$ cat src/rtl/regfile_wr_queue.sv
// Write queue that buffers {addr, data} requests and drains one per un-held cycle into a register file (optional lookup: WRQ_LOOKUP_EN).
// Latency: an entry pushed at edge k drives load/Din in cycle k..k+1 when the queue was empty and hold is low.
// Backpressure: wr_ready drops while full (even if a pop happens that cycle); hold stalls the drain; flush discards everything.
module regfile_wr_queue #(
    parameter int DEPTH = 4,
    parameter int NREG  = 8
) (
    input  logic                     clk,
    input  logic                     reset,
    input  logic                     wr_valid,
    output logic                     wr_ready,
    input  logic [2:0]               wr_addr,
    input  logic [15:0]              wr_data,
    input  logic                     hold,
    input  logic                     flush,
    output logic [NREG-1:0]          load,
    output logic [15:0]              Din,
    output logic [$clog2(DEPTH):0]   count,
    output logic                     full,
    output logic                     empty,
    input  logic [2:0]               chk_addr,
    output logic                     chk_hit,
    output logic [15:0]              chk_data
);

    localparam int PW = $clog2(DEPTH);
    localparam int CW = PW + 1;
    localparam logic [NREG-1:0] LOAD_ONE = {{(NREG-1){1'b0}}, 1'b1};

    logic [2:0]    mem_addr [DEPTH];
    logic [15:0]   mem_data [DEPTH];
    logic [PW-1:0] head;
    logic [PW-1:0] tail;
    logic          push;
    logic          pop;

    assign full     = (count == CW'(DEPTH));
    assign empty    = (count == '0);
    assign wr_ready = !full;
    // flush wins over both push and pop
    assign push     = wr_valid && wr_ready && !flush;
    assign pop      = !empty && !hold && !flush;

    // Pointer and occupancy state; reset and flush both leave the queue empty
    always_ff @(posedge clk or posedge reset) begin
        if (reset) begin
            head  <= '0;
            tail  <= '0;
            count <= '0;
        end else if (flush) begin
            head  <= '0;
            tail  <= '0;
            count <= '0;
        end else begin
            if (push) tail <= tail + PW'(1);
            if (pop)  head <= head + PW'(1);
            if (push && !pop)      count <= count + CW'(1);
            else if (pop && !push) count <= count - CW'(1);
        end
    end

    // Entry storage is only written on a push; its contents are meaningless outside [head, tail)
    always_ff @(posedge clk) begin
        if (push) begin
            mem_addr[tail] <= wr_addr;
            mem_data[tail] <= wr_data;
        end
    end

    // Head entry drives the register file; load is suppressed while held or flushing
    always_comb begin
        load = '0;
        Din  = '0;
        if (!empty) begin
            Din = mem_data[head];
            if (!hold && !flush) load = LOAD_ONE << mem_addr[head];
        end
    end

`ifdef WRQ_LOOKUP_EN
    logic [PW-1:0] lk_idx;

    // Scan oldest to newest so the newest matching pending entry wins
    always_comb begin
        chk_hit  = 1'b0;
        chk_data = '0;
        lk_idx   = head;
        for (int i = 0; i < DEPTH; i++) begin
            lk_idx = head + PW'(i);
            if ((CW'(i) < count) && (mem_addr[lk_idx] == chk_addr)) begin
                chk_hit  = 1'b1;
                chk_data = mem_data[lk_idx];
            end
        end
    end
`else
    logic unused_chk_addr;
    assign unused_chk_addr = ^chk_addr;
    assign chk_hit  = 1'b0;
    assign chk_data = '0;
`endif

endmodule
$ cat config.mk
export PLATFORM = sky130hd
export DESIGN_NAME = regfile_wr_queue
export DESIGN_NICKNAME = d
export VERILOG_FILES = /design/src/rtl/regfile_wr_queue.sv
export SDC_FILE = /design/constraint.sdc
export NUM_CORES = 1
export LEC_CHECK = 0
export ABC_AREA = 1
export BUFFER_PORTS_ARGS = -buffer_cell sky130_fd_sc_hd__buf_2
export CORE_AREA = 2 2 89 91
export CTS_BUF_LIST = sky130_fd_sc_hd__clkbuf_16
export DETAILED_ROUTE_END_ITERATION = 8
export DIE_AREA = 0 0 91 93
export HOLD_SLACK_MARGIN = 0.12
export PLACE_DENSITY = 0.81
export SYNTH_ARGS = -nofsm -noshare
export SYNTH_HDL_FRONTEND = slang
export SYNTH_SLANG_ARGS = --single-unit
$ cat constraint.sdc
create_clock -name clk -period 2.27 [get_ports clk]
set_input_delay 0.454 -clock clk [delete_from_list [all_inputs] [get_ports clk]]
set_output_delay 0.454 -clock clk [all_outputs]
set_load 0.1 [all_outputs]
== After elaboration in Yosys (flattened, before gate mapping) ==
Memory sizes are Yosys's and may differ from the RTL's.
Cells that the tools add are included.

* Bits in registers: 7
* Memory bits (writable): 76
* Output and inout bits: 47
* Word-level logic and storage cells: 40
* Memories: 2

* $add $sub $neg: 4
* Eq/ne operators: 1
* Shift operators: 1
* Mux-type cells: 12
* Reduce and logical (&&, ||, !) cells: 17

{| class="wikitable"
|+ Memory list
! name !! words !! bits a word !! rd ports !! clocked after Yosys merged registers in !! write ports !! RTL line !! source
|-
| mem_data || 4 || 16 || 1 || 0 || 1 || 31 || <nowiki>logic [15:0] mem_data [DEPTH];</nowiki>
|-
| mem_addr || 4 || 3 || 1 || 0 || 1 || 30 || <nowiki>logic [2:0] mem_addr [DEPTH];</nowiki>
|}

{| class="wikitable"
|+ Operator list
! operator !! number
|-
| two-way mux 16 bit || 1
|-
| two-way mux 8 bit || 2
|-
| two-way mux 3 bit || 3
|-
| two-way mux 2 bit || 4
|-
| << shifter 1 x 3 -> 8 bit (first input constant) || 1
|-
| logical AND 1 bit || 7
|-
| zero test 1 bit || 6
|-
| adder 2 x 1 -> 2 bit (second input constant) || 2
|-
| nonzero test 2 bit || 2
|-
| adder 3 x 1 -> 3 bit (second input constant) || 1
|-
| == test 3 bit (second input constant) || 1
|-
| zero test 3 bit || 1
|-
| nonzero test 3 bit || 1
|-
| subtractor 3 x 1 -> 3 bit (second input constant) || 1
|-
| two-way mux 1 bit || 2
|}

== Longest topological paths before layout ==
* Word-level depth: 9
* Gate-level depth with buffers: 11
* Depth with buffers taken out: 11

== Least setup slack after synthesis ==
OpenSTA, ideal clock, no wires.

* Path type: register -> output
* From: register count[2]
* To: output Din[10]
* Data arrival time: 3.162 ns
* Path slack: -1.346 ns
* Stages on the path, launching flop included: 6
* Buffers on the path: 1
* Path through: dfrtp_1 inv_2 nand2_2 inv_2 buf_2 a21oi_1

* Longest elaborated chain between the ends: 2

{| class="wikitable"
|+ RTL lines
! item !! RTL line !! source
|-
| start: declaration || 18 || <nowiki>output logic [$clog2(DEPTH):0] count,</nowiki>
|-
| start signal: assignment || 57 || <nowiki>if (push && !pop) count <= count + CW'(1);</nowiki>
|-
| start signal: assignment || 58 || <nowiki>else if (pop && !push) count <= count - CW'(1);</nowiki>
|-
| zero test 3 bit || 38 || <nowiki>assign empty = (count == '0);</nowiki>
|-
| named net empty || 20 || <nowiki>output logic empty,</nowiki>
|-
| two-way mux 16 bit || 74 || <nowiki>if (!empty) begin</nowiki>
|-
| end: declaration || 17 || <nowiki>output logic [15:0] Din,</nowiki>
|}

The timed path passes the listed nets, and every way through them passes these cells.

== Worst setup path after layout ==
* From: register head[0]
* To: output Din[13]

* Longest elaborated chain between the ends: 2

{| class="wikitable"
|+ RTL lines
! item !! RTL line !! source
|-
| start: declaration || 32 || <nowiki>logic [PW-1:0] head;</nowiki>
|-
| start signal: assignment || 56 || <nowiki>if (pop) head <= head + PW'(1);</nowiki>
|-
| memory read (4 x 16 bit) || n/a ||
|-
| two-way mux 16 bit || 74 ||
|}

No other way between the ends.

==> run summary <==
reg2reg start = count[1]
Congestion Overflow GR = 0
total CTS buffers = 9
TritonRoute pass-1 iters = 4
post-route ant nets = 0
worst-case clock buffer depth = 2
Finished Core Util = 67.55%
Slowest Stage Delay on Critical Path = 450 ps
DRC violations left = 0
worst-case reg-to-reg path depth = 10
fmax = 0.4454 GHz
status = complete, no violations
PD cells = 1534 nW/um2
design area = 5085 um2
# setup viols final = 0
CTS root buf = clkbuf_16
Cell Rows = 32
Hold Slack = 332.6 ps
core box area = 7527 um2
crit-path most repeated cell = nor2_1
die area = 8463 um2
Lkg Pwr = 1.921 nW
clock latency on the worst-skew pair = 330 ps
Clock Skew = 4.777 ps
area leader, netlist = edfxtp_1
Via density = 5.109
clock sinks = 83
CP Data Arrival Time = 1790 ps
pin count of the biggest net entering global routing = 24
ys async rst share = 8.434%
CP startpoint = head[0]
most frequent cells in the layout = edfxtp_1, nor2_1, nand2_1
count of final max-slew check failures = 0
Die H = 93 um
Critical path destination = Din[13]
max_cap viols = 0
commonest non-fill, non-tap cell in the layout = edfxtp_1
WL/cell = 15.46 um
Final min period = 2245 ps
ys flop type = edfxtp_1
area grow syn2layout = 39.42%
critical path cell sequence = buf_6 -> nor2_1 -> nor2_1 -> o21ai_0 -> a21oi_4 -> buf_12
Critical Path RT = 1820 ps
share of the synthesized area in the top cell type = 62.57%
Crit. End Element = primary output
Detailed Place HPWL = 5.041 mm
fin worst setup slack = 24.89 ps
synth warn = 0
Placement Cell Area = 4656 um2
distinct cell type count after synthesis = 25
slowest CP cell = dfrtp_2
Register-to-Register Setup Slack = 410 ps
pre-CTS WS = 235.7 ps
first-pass GRT wire length = 12.50 mm
WL final = 7.806 mm
CP Launch Type = flop
Iter 0 DRT Violations = 212
register area share after synthesis = 67.38%
port bufs = 53
Crit Path Category = reg -> out
Final Power = 7.799 mW
DR vias = 2580
ANT cells = 0
antenna violations before repair = 0
Final Hold Viols = 0
CTS tree = done
H-tree depth = 3
Mapped Area = 3647 um2
layout cell share with drive strength beyond 1 = 34.49%
RSZ-0062 raised after global routing = true
vias in the first global route = 2558
Hold WC Path Type = in -> reg
Post-synth EDFFs = 76
synthesized instance count = 328
crit-path max FO = 19
clock slew at reported path FFs = 60 ps
Yosys reg bits = 83
worst ir drop on vdd = 1.305 mV
Synth area leaders = edfxtp_1, nor2_1, dfrtp_1
r2r endpoint = count[2]
global placement routability congestion = 0.7650
GRT Total Usage = 19.39%
number of top-level pins = 74
final worst path period share = 98.90%
final net count = 431
synthesized area per cell = 11.12 um2
starting density of the core = 48.45%
Die Width = 91 um
## critical path, delay by kind of cell, from the launching register on
kind,cells,cell delay [ps]
and+or+nand+nor,2,200
buffers and inverters,2,400
DFF,1,450
AOI/OAI and AO/OA,2,410
## power breakdown
| group | switching (mW) | leakage, nW | internal [mW] | total [mW] |
|---|---|---|---|---|
| combinational | 2.92 | 0.972 | 1.26 | 4.18 |
| sequential | 0.0738 | 0.777 | 1.80 | 1.87 |
| clock | 0.558 | 0.172 | 1.18 | 1.74 |
## state kept, by name, indices dropped and copies added (netlist names)
signal	count
mem_data	64
count	3
mem_addr	12
head	2
tail	2
## how the worst min path moves through the flow
| stage | startpoint | to | slack (ps) | cells past startpoint |
|---|---|---|---|---|
| 2_1_floorplan | reset | head[0] | 260 | 1 |
| 3_3_place_gp | reset | count[1] | 410 | 2 |
| 3_5_place_dp | reset | count[0] | 420 | 2 |
| 4_1_cts | wr_data[10] | mem_data[3][10] | 330 | 1 |
| 5_1_grt | wr_data[11] | mem_data[0][11] | 330 | 1 |
| 6_report | wr_data[10] | mem_data[3][10] | 330 | 1 |
## repair_timing
action                                 4_1_cts  5_1_grt
endpoints found under the hold margin        7        0
gates resized for setup                      4       17
hold buffers                                 1        0
pin swaps                                    0        7
cloned                                       0        0
setup buffers                                2        1
setup endpoints to repair                    6       21
## area by class of cell
type | count | area [um2]
flip-flops and latches | 83 | 2470
fillers | 507 | 2442
multi-input cells | 210 | 1184
repair buffers | 74 | 849.6
clock buffers | 9 | 225.2
clock inverters | 6 | 136.4
well taps | 102 | 127.6
inverters | 21 | 92.59
## cell families after synthesis
| kind of cell | share of synthesized area [%] |
|---|---|
| and+or+nand+nor | 14.61 |
| DFF | 67.38 |
| AOI/OAI and AO/OA | 8.165 |
| buffers and inverters | 7.581 |
| adders and majority gates | 1.921 |
| xor gates and xnor gates | 0.2402 |
| other | 0.1028 |
## metrics by stage
stage / instances / setup TNS [ps]
4_1_cts: 504 / 0
3_5_place_dp: 486 / 0
3_3_place_gp: 486 / 0
5_1_grt: 505 / -415.6
2_1_floorplan: 344 / -9210
6_report: 505 / 0
## cells in the mapped netlist (2+ instances only)
library cell	instances
a21oi_1	20
a21oi_2	2
buf_2	8
buf_4	18
clkbuf_1	2
dfrtp_1	7
edfxtp_1	76
ha_1	4
inv_1	18
inv_2	3
nand2_1	34
nand2_2	4
nand3_1	9
nor2_1	78
o21ai_0	31
o21ai_1	5
## layer usage
metal / GRT usage [%] / vias to the layer above / part of all wire [%]
li1: - / 1217 / -
met1: 23.62 / 1245 / 41
met2: 32.16 / 98 / 51
met3: 4.110 / 20 / 5.7
met4: 11.24 / 0 / 2.0
met5: 0 / - / 0
Note: power is estimated with default switching activity, not from simulation.
